`config.mk`:
```
export PLATFORM = sky130hd
export DESIGN_NAME = osc_csr_bank
export DESIGN_NICKNAME = d
export VERILOG_FILES = /design/src/rtl/osc_csr_pkg.sv /design/src/rtl/osc_csr_chan.sv /design/src/rtl/osc_csr_bank.sv
export SDC_FILE = /design/constraint.sdc
export NUM_CORES = 1
export LEC_CHECK = 0
export BUFFER_PORTS_ARGS = -buffer_cell sky130_fd_sc_hd__buf_4
export CORE_ASPECT_RATIO = 0.8
export CORE_MARGIN = 2
export CORE_UTILIZATION = 45
export DETAILED_ROUTE_END_ITERATION = 10
export PLACE_DENSITY = 0.71
export SLEW_MARGIN = 10
export SYNTH_ARGS = -nofsm -noshare
export SYNTH_HDL_FRONTEND = slang
export SYNTH_SLANG_ARGS = --single-unit
export TNS_END_PERCENT = 5
```
`constraint.sdc`:
```
create_clock -name clk -period 1.55 [get_ports clk]
set_input_delay 0.155 -clock clk [delete_from_list [all_inputs] [get_ports clk]]
set_output_delay 0.155 -clock clk [all_outputs]
set_load 0.01 [all_outputs]
```
`src/rtl/osc_csr_pkg.sv`:
```
// Shared definitions for the oscilloscope CSR bank: per-channel word offsets,
// global-block offsets, control-register reset values and the VERSION word.
// The ctrl_word() helper packs one channel's control fields into the
// register layout seen on the bus (all control words fit in 16 bits).
package osc_csr_pkg;

  // Per-channel word offsets (channel c starts at word c*8)
  localparam logic [2:0] OFF_FREQ = 3'd0;
  localparam logic [2:0] OFF_AMP  = 3'd1;
  localparam logic [2:0] OFF_DECI = 3'd2;
  localparam logic [2:0] OFF_TRIG = 3'd3;
  localparam logic [2:0] OFF_CTRL = 3'd4;
  localparam logic [2:0] OFF_HSH  = 3'd5;
  localparam logic [2:0] OFF_VSH  = 3'd6;

  // Global block offsets, relative to word NUM_CH*8
  localparam int G_STATUS  = 0;
  localparam int G_IRQ_EN  = 1;
  localparam int G_COMMIT  = 2;
  localparam int G_VERSION = 3;

  localparam logic [31:0] VERSION_BASE = 32'h0002_0000;

  typedef struct packed {
    logic [9:0] deci_rate;
    logic [7:0] trig_level;
    logic [7:0] trig_line;
    logic       trig_edge;
    logic       wave_run;
    logic [9:0] h_shift;
    logic [9:0] v_shift;
    logic [4:0] v_scale;
  } ctrl_t;

  localparam ctrl_t CTRL_RST = '{
    deci_rate:  10'd2,
    trig_level: 8'd128,
    trig_line:  8'd148,
    trig_edge:  1'b0,
    wave_run:   1'b1,
    h_shift:    10'd0,
    v_shift:    10'd0,
    v_scale:    5'd0
  };

  // Bus view of a control word; non-control offsets read as zero here.
  function automatic logic [15:0] ctrl_word(input ctrl_t s, input logic [2:0] off);
    logic [15:0] w;
    w = '0;
    case (off)
      OFF_DECI: w[9:0]  = s.deci_rate;
      OFF_TRIG: w       = {s.trig_line, s.trig_level};
      OFF_CTRL: begin
        w[12:8] = s.v_scale;
        w[1]    = s.trig_edge;
        w[0]    = s.wave_run;
      end
      OFF_HSH:  w[9:0]  = s.h_shift;
      OFF_VSH:  w[9:0]  = s.v_shift;
      default:  w       = '0;
    endcase
    return w;
  endfunction

endpackage

```
`src/rtl/osc_csr_chan.sv`:
```
// One scope channel: shadow control registers (bus-written), live control
// registers (copied from shadow on apply) and the amplitude snapshot taken
// when FREQ is read so a FREQ/AMP read pair is coherent.
// Ports: wr_en/wr_off/wdata/be - shadow write (low 16 bits / 2 lanes suffice);
//        apply - copy shadow to live; snap_en - capture vpp/max/min;
//        rd_off/rdata - combinational read of this channel's word;
//        live - current live control fields.
module osc_csr_chan
  import osc_csr_pkg::*;
(
  input  logic        clk,
  input  logic        rst_n,
  input  logic        wr_en,
  input  logic [2:0]  wr_off,
  input  logic [15:0] wdata,
  input  logic [1:0]  be,
  input  logic        apply,
  input  logic        snap_en,
  input  logic [2:0]  rd_off,
  input  logic [19:0] ad_freq,
  input  logic [7:0]  ad_vpp,
  input  logic [7:0]  ad_max,
  input  logic [7:0]  ad_min,
  output logic [31:0] rdata,
  output ctrl_t       live
);

  ctrl_t       shadow;
  logic [23:0] snap;
  logic [15:0] mask, nw;

  // Byte-lane merge of the write data into the current shadow word
  assign mask = {{8{be[1]}}, {8{be[0]}}};
  assign nw   = (ctrl_word(shadow, wr_off) & ~mask) | (wdata & mask);

  always_ff @(posedge clk or negedge rst_n) begin
    if (!rst_n) begin
      shadow <= CTRL_RST;
      live   <= CTRL_RST;
      snap   <= '0;
    end else begin
      // Apply uses the pre-write shadow when a write lands in the same cycle
      if (apply)   live <= shadow;
      if (snap_en) snap <= {ad_vpp, ad_max, ad_min};
      if (wr_en) begin
        case (wr_off)
          OFF_DECI: shadow.deci_rate <= nw[9:0];
          OFF_TRIG: begin
            shadow.trig_line  <= nw[15:8];
            shadow.trig_level <= nw[7:0];
          end
          OFF_CTRL: begin
            shadow.v_scale   <= nw[12:8];
            shadow.trig_edge <= nw[1];
            shadow.wave_run  <= nw[0];
          end
          OFF_HSH:  shadow.h_shift <= nw[9:0];
          OFF_VSH:  shadow.v_shift <= nw[9:0];
          default: ;
        endcase
      end
    end
  end

  always_comb begin
    rdata = '0;
    case (rd_off)
      OFF_FREQ: rdata = {12'd0, ad_freq};
      OFF_AMP:  rdata = {8'd0, snap};
      default:  rdata = {16'd0, ctrl_word(shadow, rd_off)};
    endcase
  end

endmodule

```
`src/rtl/osc_csr_bank.sv`:
```
// Oscilloscope CSR bank: Avalon-MM slave with 1-cycle read latency, NUM_CH
// channel blocks (shadow/live/snapshot) and a global block with STATUS
// (W1C meas_done + pending), IRQ_EN, COMMIT and VERSION.
// Ports: clk/rst_n; avalon_* slave; ad_*/meas_valid measurement inputs;
//        frame_sync apply pulse; flattened live control outputs; irq level.
module osc_csr_bank
  import osc_csr_pkg::*;
#(
  parameter int NUM_CH = 2,
  parameter int ADDR_W = 6
) (
  input  logic                 clk,
  input  logic                 rst_n,
  input  logic                 avalon_write,
  input  logic                 avalon_read,
  input  logic [ADDR_W-1:0]    avalon_address,
  input  logic [31:0]          avalon_writedata,
  input  logic [3:0]           avalon_byteenable,
  output logic [31:0]          avalon_readdata,
  output logic                 avalon_readdatavalid,
  input  logic [NUM_CH*20-1:0] ad_freq,
  input  logic [NUM_CH*8-1:0]  ad_vpp,
  input  logic [NUM_CH*8-1:0]  ad_max,
  input  logic [NUM_CH*8-1:0]  ad_min,
  input  logic [NUM_CH-1:0]    meas_valid,
  input  logic                 frame_sync,
  output logic [NUM_CH*10-1:0] deci_rate,
  output logic [NUM_CH*8-1:0]  trig_level,
  output logic [NUM_CH*8-1:0]  trig_line,
  output logic [NUM_CH-1:0]    trig_edge,
  output logic [NUM_CH-1:0]    wave_run,
  output logic [NUM_CH*10-1:0] h_shift,
  output logic [NUM_CH*10-1:0] v_shift,
  output logic [NUM_CH*5-1:0]  v_scale,
  output logic                 irq
);

  localparam logic [ADDR_W-1:0] G_ADDR = ADDR_W'(NUM_CH * 8);

  logic [ADDR_W-4:0] ch_idx;
  logic [2:0]        off;
  logic              in_ch, wr_ctrl, wr_status, wr_irq_en, commit, apply;
  logic [ADDR_W-1:0] g_off;
  logic [NUM_CH-1:0] meas_done, irq_en, w1c;
  logic              pending;
  logic [31:0]       rd_next;
  logic [31:0]       ch_rdata [NUM_CH];
  logic              unused_ok;

  assign ch_idx = avalon_address[ADDR_W-1:3];
  assign off    = avalon_address[2:0];
  assign in_ch  = avalon_address < G_ADDR;
  assign g_off  = avalon_address - G_ADDR;

  // Only offsets 2..6 are writable shadow registers
  assign wr_ctrl   = avalon_write && in_ch && (off >= OFF_DECI) && (off <= OFF_VSH);
  assign wr_status = avalon_write && !in_ch && (g_off == ADDR_W'(G_STATUS)) && avalon_byteenable[0];
  assign wr_irq_en = avalon_write && !in_ch && (g_off == ADDR_W'(G_IRQ_EN)) && avalon_byteenable[0];
  assign commit    = avalon_write && !in_ch && (g_off == ADDR_W'(G_COMMIT)) &&
                     avalon_byteenable[0] && avalon_writedata[0];
  assign apply     = frame_sync || commit;
  assign w1c       = wr_status ? avalon_writedata[NUM_CH-1:0] : '0;

  assign unused_ok = ^{avalon_writedata[31:16], avalon_byteenable[3:2]};

  for (genvar c = 0; c < NUM_CH; c++) begin : g_ch
    ctrl_t live;
    logic  hit;
    assign hit = in_ch && (ch_idx == (ADDR_W-3)'(c));

    osc_csr_chan u_chan (
      .clk     (clk),
      .rst_n   (rst_n),
      .wr_en   (wr_ctrl && hit),
      .wr_off  (off),
      .wdata   (avalon_writedata[15:0]),
      .be      (avalon_byteenable[1:0]),
      .apply   (apply),
      .snap_en (avalon_read && hit && (off == OFF_FREQ)),
      .rd_off  (off),
      .ad_freq (ad_freq[c*20 +: 20]),
      .ad_vpp  (ad_vpp[c*8 +: 8]),
      .ad_max  (ad_max[c*8 +: 8]),
      .ad_min  (ad_min[c*8 +: 8]),
      .rdata   (ch_rdata[c]),
      .live    (live)
    );

    assign deci_rate[c*10 +: 10] = live.deci_rate;
    assign trig_level[c*8 +: 8]  = live.trig_level;
    assign trig_line[c*8 +: 8]   = live.trig_line;
    assign trig_edge[c]          = live.trig_edge;
    assign wave_run[c]           = live.wave_run;
    assign h_shift[c*10 +: 10]   = live.h_shift;
    assign v_shift[c*10 +: 10]   = live.v_shift;
    assign v_scale[c*5 +: 5]     = live.v_scale;
  end

  // Read mux; unmapped, reserved and write-only words fall through to zero
  always_comb begin
    rd_next = '0;
    if (in_ch) begin
      for (int c = 0; c < NUM_CH; c++)
        if (ch_idx == (ADDR_W-3)'(c)) rd_next = ch_rdata[c];
    end else begin
      case (g_off)
        ADDR_W'(G_STATUS): begin
          rd_next[31]         = pending;
          rd_next[NUM_CH-1:0] = meas_done;
        end
        ADDR_W'(G_IRQ_EN):  rd_next[NUM_CH-1:0] = irq_en;
        ADDR_W'(G_VERSION): rd_next = VERSION_BASE | 32'(NUM_CH);
        default:            rd_next = '0;
      endcase
    end
  end

  always_ff @(posedge clk or negedge rst_n) begin
    if (!rst_n) begin
      avalon_readdata      <= '0;
      avalon_readdatavalid <= 1'b0;
      meas_done            <= '0;
      irq_en               <= '0;
      pending              <= 1'b0;
      irq                  <= 1'b0;
    end else begin
      avalon_readdatavalid <= avalon_read;
      if (avalon_read) avalon_readdata <= rd_next;
      // A new measurement wins over a coincident clear
      meas_done <= (meas_done & ~w1c) | meas_valid;
      if (wr_irq_en) irq_en <= avalon_writedata[NUM_CH-1:0];
      // A shadow write coincident with apply leaves pending set
      if (wr_ctrl)    pending <= 1'b1;
      else if (apply) pending <= 1'b0;
      irq <= |(meas_done & irq_en);
    end
  end

endmodule

```
## Yosys cells after proc, flatten, opt, wreduce, memory -nomap -nowiden

Index checks and enable logic that the tools add are counted.

| word-level totals | value |
|---|---|
| memory bits (read-only) | 0 |
| memory bits (writable) | 0 |
| latch bits | 0 |
| logic and storage cells | 121 |
| input bits | 137 |
| memories kept | 0 |
| register bits after elaboration | 299 |
| output and inout port bits | 140 |

| operators by class | value |
|---|---|
| divide/modulo/power cells | 0 |
| add/sub/neg operators | 1 |
| reduce and logical (&&, ||, !) cells | 36 |
| eq/ne operators | 10 |
| magnitude comparators | 3 |
| shift-type cells | 0 |
| bitwise gates (word level) | 10 |
| $mul | 0 |
| multiplexer cells | 21 |

Operators by type and width:

| kind | number |
|---|---|
| 32-bit two-way mux | 3 |
| 24-bit case mux with 2 select lines | 2 |
| 16-bit bitwise AND | 3 |
| 6-bit case mux with 4 select lines | 2 |
| 2-bit case mux with 5 select lines | 4 |
| 16-bit OR | 2 |
| 2-bit AND reduction | 10 |
| 1-bit logical AND | 19 |
| 16-bit two-way mux | 1 |
| 16-bit inverter | 1 |
| 6-bit by 2-bit equality test with 1-bit output (second input constant) | 2 |
| 3-bit case mux with 2 select lines | 2 |
| 3-bit equality test (second input constant) | 3 |
| 3-bit by 1-bit equality test with 1-bit output (second input constant) | 2 |
| 3-bit by 2-bit equality test with 1-bit output (second input constant) | 2 |
| 6-bit by 1-bit equality test with 1-bit output (second input constant) | 1 |
| 3-bit zero test | 2 |
| 6-bit zero test | 1 |
| 6-bit by 5-bit less-than comparator with 1-bit output (second input constant) | 1 |
| 3-bit two-way mux | 2 |
| 2-bit case mux with 3 select lines | 1 |
| 6-bit by 5-bit subtractor with 6-bit output (second input constant) | 1 |
| 2-bit bitwise AND | 2 |
| 3-bit by 2-bit greater-or-equal comparator with 1-bit output (second input constant) | 1 |
| other kinds (9) | 11 |

## Logic depth before layout (Yosys ltp)

Gate-level depths: netlist of the first run.

| depth | value |
|---|---|
| depth in word-level cells | 9 |
| mapped depth | 8 |
| depth with buffers taken out | 5 |

## Cells and area by module

From an unflattened synthesis of the first run, not the netlist that was laid out.

| second synthesis, totals | value |
|---|---|
| cell total of the unflattened synthesis | 1329 |
| area total of the unflattened synthesis | 14601.5 sq um |

Modules (own cells, without submodules):

| module | times used | seq. area each (sq um) | cells each | area an instance (sq um) |
|---|---|---|---|---|
| osc_csr_chan | 2 | 3268.1 | 571 | 6354.8 |
| osc_csr_bank | 1 | 975.9 | 187 | 1891.8 |

## Worst setup path after synthesis of the first run

No wires, ideal clock.

| path | value |
|---|---|
| path kind | input -> register |
| start | input avalon_address[3] |
| end | register, netlist name g_ch[0].u_chan.live[27] |
| stages on the path | 7 |
| arrival time | 1.672 ns |
| required time | 1.425 ns |
| buffers on the path | 3 |
| slack | -0.247 ns |
| library setup time | 0.125 ns |
| cell sequence | buf_2 nor3b_4 and3_1 a31oi_2 buf_2 buf_6 mux2_2 |

| on the way | value |
|---|---|
| longest elaborated chain between the ends | 7 |
| elaborated cells between the ends (all ways) | 9 |
| those cells by class | add/sub: 1; order compare: 1; eq/ne: 1; reduce/logical: 6 |

RTL lines:

| element | RTL line | RTL |
|---|---|---|
| start: declaration | osc_csr_bank.sv:16 | `input logic [ADDR_W-1:0] avalon_address,` |
| parallel branches: the longest is 3 deep, another holds 6-bit by 5-bit subtractor with 6-bit output | -- |  |
| 1-bit logical AND * (2 in a row) | osc_csr_bank.sv:59 | `assign commit = avalon_write && !in_ch && (g_off == ADDR_W'(G_COMMIT)) &&` |
| 1-bit logical AND * | osc_csr_bank.sv:60 | `avalon_byteenable[0] && avalon_writedata[0];` |
| 1-bit logical OR * | osc_csr_bank.sv:61 | `assign apply = frame_sync \|\| commit;` |

Mark *: on every way between the ends.
A chain may end at the register's enable or synchronous reset.

## Final worst setup path of the first run

| path | value |
|---|---|
| start | register g_ch[0].u_chan.shadow[13] in the netlist's numbering |
| end | register g_ch[0].u_chan.shadow[51] in the netlist's numbering |

| on the way | value |
|---|---|
| longest elaborated chain between the ends | 3 |

RTL lines:

| element | RTL line | RTL |
|---|---|---|
| start: declaration | osc_csr_chan.sv:28 | `ctrl_t shadow;` |
| 2-bit case mux with 5 select lines | osc_csr_pkg.sv:50 | `case (off)` |
| 16-bit bitwise AND | osc_csr_chan.sv:34 | `assign nw = (ctrl_word(shadow, wr_off) & ~mask) \| (wdata & mask);` |
| 16-bit OR | osc_csr_chan.sv:34 |  |

No other way between the ends.

==> impl_metrics.csv, run 1 <==
group,metric,value,unit
die,rows,55,
finish,drive_gt1_share,52.7,%
die,start_util,45.8,%
sta,maxSlewViolCount,0,
place,dp_hpwl,29700,um
finish,fillCellCount,2105,
clock_network,cts_tree,"done",
synth,synth_edf_count,0,
run,cap_violations,0,
grt,globalRouteOverflowTotal,0,
setup_path,worstReg2RegStart,"g_ch[0].u_chan.shadow[13]",
setup_path,cp.arrival,2100,ps
synth,seq_area_frac_synth,56.5,%
sta,fin_skew,13.0,ps
finish,area_delta_synth_final,42.2,%
detailed_routing,wire_per_inst,22.2,um
sta,relSlewSlack,63.9,%
setup_path,crit_type,"reg2reg",
die,dieHeight,156,um
worst_hold_path,min_from,"ad_freq[22]",
detailed_routing,routed_wl,41100,um
pwr,leakage,9.20,nW
sta,finalHoldWorstSlack,15.1,ps
die,core_area,0.0284,sq mm
sta,finalHoldViolCount,0,
clock_network,cts.sinks,292,
synth,netlist_area,0.0130,sq mm
sta,fin_setup_tns,-1490,ps
finish,multi_input_area,0.00542,sq mm
sta,rsz0062_at_grt,"yes",
detailed_routing,vias,10200,
grt,grt_antenna_before_repair,4,
worst_hold_path,hp-class,"in2reg",
grt,grt_pass1_vias,10800,
sta,min_period_over_period,108,%
grt,grt_max_degree,69,
grt,grt_pass1_wl,62700,um
detailed_routing,drc,0,
synth,syn_inst,989,
setup_path,end_kind,"register",
synth,synth_flop_cell,"dfrtp_1",
place,io_buffers,251,
die,design.portCount,277,
die,die_w,194,um
synth,synth-seq-cells,292,
clock_network,clkLatencyLatePin,550,ps
clock_network,ctsLongestPathBuffers,3,
setup_path,cp-startpoint,"g_ch[0].u_chan.shadow[13]",
synth,syn_area_per_cell,13.1,sq um
detailed_routing,drt-initial-drc-count,857,
setup_path,crit_fanout,5,
outcome,status,"finished with violations",
clock_network,clockRootBuffer,"clkbuf_16",
pwr,p_per_area,1070,mW/mm^2
setup_path,cp-start-kind,"register",
detailed_routing,viasPerCell,5.53,
finish,regArea,0.00734,sq mm
sta,setup_violations,16,
clock_network,clk_pin_slew,70,ps
sta,fin_ws,-119,ps
outcome,violations,"setup timing",
detailed_routing,postRouteAntennaNets,0,
detailed_routing,first_pass_iters,6,
sta,worst_pin_slew,541,ps
pwr,vdd_ir_drop_max,0.821,mV
grt,grt.total_usage,26.7,%
clock_network,htreeDepth,1,
synth,yosysWarnings,0,
finish,nets,1594,
place,gp_congestion,0.920,
sta,period_needed,1670,ps
sta,fmax,599,MHz
die,die_area,0.0302,sq mm
synth,synthArstFlopShare,100,%
setup_path,crit_required,1980,ps
synth,synth_cell_types,60,
clock_network,numCtsBuffers,29,
[sequential cells by signal (all words and copies together) (netlist names)]
name                  cells
g_ch.u_chan.live        106
g_ch.u_chan.shadow      106
g_ch.u_chan.snap         48
avalon_readdata          25
irq_en                    2
meas_done                 2
avalon_readdatavalid      1
irq                       1
pending                   1
[what timing repair did]
action                                  in CTS  in global routing
pin swaps                                    4                 10
gates resized for setup                     15                 27
endpoints found under the hold margin      336                  0
hold buffers                                65                  0
endpoints found under the setup margin      24                107
buffers inserted                             1                  1
[power by group]
group | internal (mW) | leakage, nW | switching, mW
clock | 5.01 | 0.539 | 3.01
combinational | 1.66 | 4.78 | 1.37
sequential | 8.31 | 3.88 | 0.450
[routing by layer]
metal / GRT usage, % / vias up / routed length (um)
li1: - / 4567 / -
met5: 0 / - / 0
met1: 37.7 / 5121 / 17900
met3: 5.49 / 98 / 3280
met4: 9.09 / 0 / 1330
met2: 41.4 / 462 / 18700
[critical path: stages, from the launching register on]
cell and delay [ps]:
dfrtp_1 390, a22o_1 230, a221o_1 340, mux2_4 320
mux2_2 270
[cells in the final DEF, fill, tap and decap left out, types with 24 or more instances in the layout]
master | Yosys | layout
mux2_2 | 241 | 235
mux2i_1 | 48 | 47
nand2_1 | 63 | 63
buf_4 | 9 | 414
dfrtp_1 | 268 | 268
clkbuf_16 | 0 | 29
dfstp_2 | 24 | 24
o21ai_0 | 60 | 48
nor2_1 | 28 | 28
dlygate4sd3_1 | 0 | 65
[worst paths after layout]
| check | endpoint | slack, ps | cells after the start |
|---|---|---|---|
| setup / recovery | g_ch[0].u_chan.shadow[51] | -120 | 4 |
| hold / removal | avalon_readdata[2] | 20 | 3 |
| setup reg to reg | g_ch[0].u_chan.shadow[51] | -120 | 4 |
| hold reg to reg | g_ch[1].u_chan.live[6] | 500 | 2 |
| max in group asynchronous | g_ch[0].u_chan.shadow[34] | 790 | 3 |
| min in group asynchronous | g_ch[1].u_chan.shadow[45] | 100 | 2 |
[cell usage after synthesis, types with 3 or more instances]
cell type | count | area share [%]
mux2_1 | 3 | 0.26
nand2_1 | 63 | 1.8
a22oi_1 | 6 | 0.35
a221o_1 | 9 | 0.69
a221oi_1 | 18 | 1.2
nor3_1 | 7 | 0.27
a211oi_1 | 3 | 0.17
a21oi_1 | 21 | 0.81
o221ai_1 | 8 | 0.54
and3_1 | 5 | 0.24
a22o_1 | 13 | 0.88
a21o_1 | 3 | 0.17
o21ba_2 | 3 | 0.23
and2_1 | 4 | 0.19
o21ai_0 | 60 | 2.3
buf_2 | 37 | 1.4
o22ai_1 | 3 | 0.14
buf_4 | 9 | 0.52
nand3_1 | 10 | 0.39
mux2i_1 | 48 | 3.7
nor2_1 | 28 | 0.81
o2bb2ai_1 | 15 | 1.0
dfstp_2 | 24 | 4.9
dfrtp_1 | 268 | 52
inv_1 | 13 | 0.38
nand4_1 | 3 | 0.14
nand2b_1 | 3 | 0.14
nor2b_1 | 8 | 0.39
clkbuf_1 | 15 | 0.43
mux4_2 | 3 | 0.52
mux2_2 | 241 | 21
[logic make-up after synthesis]
group	share of synthesized area (%)
AND/OR/NAND/NOR	5.42
multiplexers	25.4
other	0.0289
flip-flops	56.5
buffers and inverters	3.05
AO/OA/AOI/OAI	9.61
[stage by stage]
stage,power [mW],util (%),setup slack [ps],cell area [sq um],cells
2_1_floorplan,10.0,-,-210,13000,995
4_1_cts,19.8,64.8,-138,18400,1848
3_3_place_gp,11.6,58.4,-449,16600,1729
3_5_place_dp,11.7,58.4,-541,16600,1729
5_1_grt,20.5,65.1,-160,18500,1852
6_report,19.8,65.1,-119,18500,1853
[area by class of cell]
class	instances	area share [%]
inverter	14	0.285
antenna	4	0.0542
multi-input combinational	623	29.3
timing repair buffer	497	22.2
tap	370	2.51
sequential	292	39.7
clock buffer	43	4.70
clock inverter	10	1.22
No activity file was read; power rests on OpenSTA's default activity.
==> run 2, diff against run 1 <==
- BUFFER_PORTS_ARGS: -buffer_cell sky130_fd_sc_hd__buf_4 -> not set
- DONT_BUFFER_PORTS: not set -> 1
- PLACE_DENSITY: 0.71 -> not set
- SYNTH_HIERARCHICAL: not set -> 1
- TNS_END_PERCENT: 5 -> not set
==> run 2 against run 1 <==
Effect of this change:
- the flow finishes with violations (hold timing, setup timing)
- sequential power rose by 2.9%
- die area up 12%
- sequential share of layout area is 3.3 points higher
- largest cell class unchanged
==> impl_metrics.csv, run 2 <==
group,metric,value,unit
sta,fin_skew,15.1,ps
pwr,p_comb_share,9.1,%
place,gp_congestion,0.834,
place,dp_hpwl,29800,um
clock_network,numCtsBuffers,34,
sta,finalHoldViolCount,320,
die,dieHeight,165,um
die,rows,58,
place,dp_cells,1706,
sta,fmax,637,MHz
pwr,p_switching,4.60,mW
synth,syn_inst,1329,
finish,drive_gt1_share,24.3,%
finish,final_cell_mix,"dfrtp_1, nand2_1, mux2_2",
synth,synth_mux_area_share,17.4,%
pwr,vdd_ir_drop_max,0.640,mV
setup_path,reg2reg_to,"avalon_readdata[0]",
grt,globalRouteOverflowTotal,0,
setup_path,end_kind,"register",
detailed_routing,postRouteAntennaNets,0,
sta,min_period_over_period,101,%
sta,fin_ws,-18.9,ps
detailed_routing,first_pass_iters,6,
place,post_dp_cell_area,0.0153,sq mm
grt,grt_pass1_vias,11100,
clock_network,cts_hold_buf,87,
setup_path,cp.arrival,1970,ps
sta,period_needed,1570,ps
pwr,clkPwrFrac,43.5,%
synth,synth_cell_types,59,
worst_hold_path,hp-class,"in2async",
setup_path,reg2reg_slack,-20,ps
synth,synthArstFlopShare,100,%
detailed_routing,vias,11100,
synth,yosys.area.top_type_share,47.1,%
synth,synth_top_family_by_area,"multiplexers",
pwr,leakage,7.61,nW
sta,rsz0062_at_grt,"yes",
synth,synth_edf_count,0,
die,die_area,0.0339,sq mm
die,core_area,0.0317,sq mm
setup_path,cp-start-kind,"register",
outcome,violations,"hold timing, setup timing",
sta,maxSlewViolCount,0,
clock_network,htreeDepth,2,
die,die_w,205,um
outcome,status,"finished with violations",
pwr,power.internal,14.4,mW
synth,synthTopCellsByCount,"dfrtp_1, nand2_1, mux2_2",
sta,fin_setup_tns,-22.0,ps
grt,grt_max_degree,300,
synth,synth.most_common_cell,"dfrtp_1",
setup_path,worstReg2RegStart,"g_ch[1].u_chan/snap[0]",
detailed_routing,routed_wl,44900,um
grt,grt_antenna_before_repair,3,
die,start_util,46.0,%
detailed_routing,wire_per_inst,24.2,um
sta,relSlewSlack,58.1,%
grt,grt_pass1_wl,67900,um
finish,largestRegisters,"g_ch.u_chan/live (106), g_ch.u_chan/shadow (106), g_ch.u_chan/snap (48)",
clock_network,clockRootBuffer,"clkbuf_16",
grt,grt.total_usage,26.4,%
sta,worst_pin_slew,627,ps
pwr,power_frac_seq,47.4,%
synth,yosysWarnings,6,
die,design.portCount,277,
clock_network,clkLatencyLatePin,520,ps
detailed_routing,drc,0,
setup_path,crit_fanout,2,
finish,area_delta_synth_final,19.5,%
synth,synth_xor_area_share,0,%
clock_network,ctsLongestPathBuffers,3,
sta,finalHoldWorstSlack,-659,ps
synth,netlist_area,0.0146,sq mm
finish,instances_no_fill,1854,
pwr,p_per_area,1090,mW/mm^2
run,cap_violations,0,
synth,synthSimpleGateAreaFrac,11.4,%
place,io_buffers,0,
synth,synth_flop_cell,"dfrtp_1",
finish,fillCellCount,2699,
pwr,swShare,24.2,%
finish,final_common_cell,"dfrtp_1",
synth,synth_compound_area_share,15.6,%
sta,setup_violations,2,
clock_network,cts_tree,"done",
synth,ys_top_cells_by_area,"dfrtp_1, mux2_2, nand2_1",
setup_path,crit_type,"reg2reg",
clock_network,cts.sinks,299,
synth,seq_area_frac_synth,51.4,%
setup_path,worstRegToRegCells,6,
synth,syn_area_per_cell,11.0,sq um
detailed_routing,drt-initial-drc-count,961,
synth,synth_adder_area_share,0,%
finish,fin_area,0.0174,sq mm
finish,nets,1547,
synth,synth_area_leader_cell,"dfrtp_1",
setup_path,crit_required,1950,ps
detailed_routing,viasPerCell,5.98,
clock_network,clk_pin_slew,60,ps
synth,synth-seq-cells,299,
[run 2: cell count changes in the layout (fill, tap and decap cells not counted), moves of 19 or more]
cell	delta
a21oi_1	+52
a22oi_1	+36
buf_4	-362
dlygate4sd3_1	+21
mux2_2	-97
mux2_4	+19
nand2_1	+107
nor2_1	+61
o21ai_0	-36
o21ai_1	+37
o221ai_1	+53
[run 2: what timing repair did]
| action | CTS | global route |
|---|---|---|
| pin swaps | 9 | 4 |
| setup endpoints to repair | 2 | 7 |
| hold endpoints to repair | 464 | 320 |
| gates resized for setup | 12 | 11 |
| setup buffers | 0 | 1 |
[run 2: metrics by stage]
stage | power (mW) | setup WS, ps | utilization (%) | hold WS [ps]
after detailed placement | 10.6 | -360 | 48.3 | -134
after floorplan | 10.3 | -356 | - | -141
final | 19.0 | -18.9 | 55.0 | -659
after global placement | 10.5 | -325 | 48.3 | -134
after global routing | 19.7 | -102 | 55.0 | -685
after CTS | 19.1 | -11.3 | 54.8 | -679
[run 2: cells by family (layout without fill, tap and decap cells)]
family / count (synthesis) / count (layout)
AND/OR/NAND/NOR: 361 / 361
AO/OA/AOI/OAI: 317 / 317
flip-flops: 299 / 299
multiplexers: 227 / 227
buffers and inverters: 123 / 213
other: 2 / 17
[run 2: power by group through the flow]
stage | logic [mW] | registers, mW | clock network, mW
after CTS | 1.70 | 9.01 | 8.44
after floorplan | 1.36 | 8.92 | 0
after global routing | 1.87 | 9.07 | 8.74
after global placement | 1.39 | 9.13 | 0
final | 1.72 | 9.01 | 8.26
after detailed placement | 1.43 | 9.14 | 0
[run 2: final cells by class]
| class | instances | area, sq um | share of cell area (%) |
|---|---|---|---|
| Timing Repair Buffer | 148 | 1450 | 8.32 |
| Sequential cell | 299 | 7510 | 43.1 |
| Tap cell | 420 | 526 | 3.01 |
| Multi-Input combinational cell | 921 | 6790 | 38.9 |
| Antenna cell | 1 | 2.50 | 0.0143 |
| Clock buffer | 50 | 1010 | 5.82 |
| Clock inverter | 9 | 123 | 0.703 |
| Inverter | 6 | 22.5 | 0.129 |
[run 2: layer usage]
metal	track usage, %	vias up	part of all wire [%]
li1	-	5012	-
met1	35.4	5572	43
met2	40.9	435	45
met3	8.69	70	9.4
met4	7.98	4	2.7
met5	0	-	0.067
[run 2: worst max path at each step]
stage                                 startpoint                       to  slack [ps]  cells past startpoint
after floorplan                avalon_address[5]   g_ch[0].u_chan/live[0]        -360                      6
after global placement         avalon_address[3]  g_ch[1].u_chan/live[37]        -330                      5
after detailed placement       avalon_address[2]  g_ch[1].u_chan/live[23]        -360                      5
after CTS                 g_ch[0].u_chan/snap[0]       avalon_readdata[0]         -10                      6
after global routing      g_ch[1].u_chan/snap[0]       avalon_readdata[0]        -100                      6
final                     g_ch[1].u_chan/snap[0]       avalon_readdata[0]         -20                      6
[run 2: critical path, cell delays in order (launching register included)]
cell,delay (ps)
dfrtp_1,380
mux2_4,300
a221oi_4,270
o22ai_2,110
mux2i_1,170
o31ai_1,80
o22a_1,150
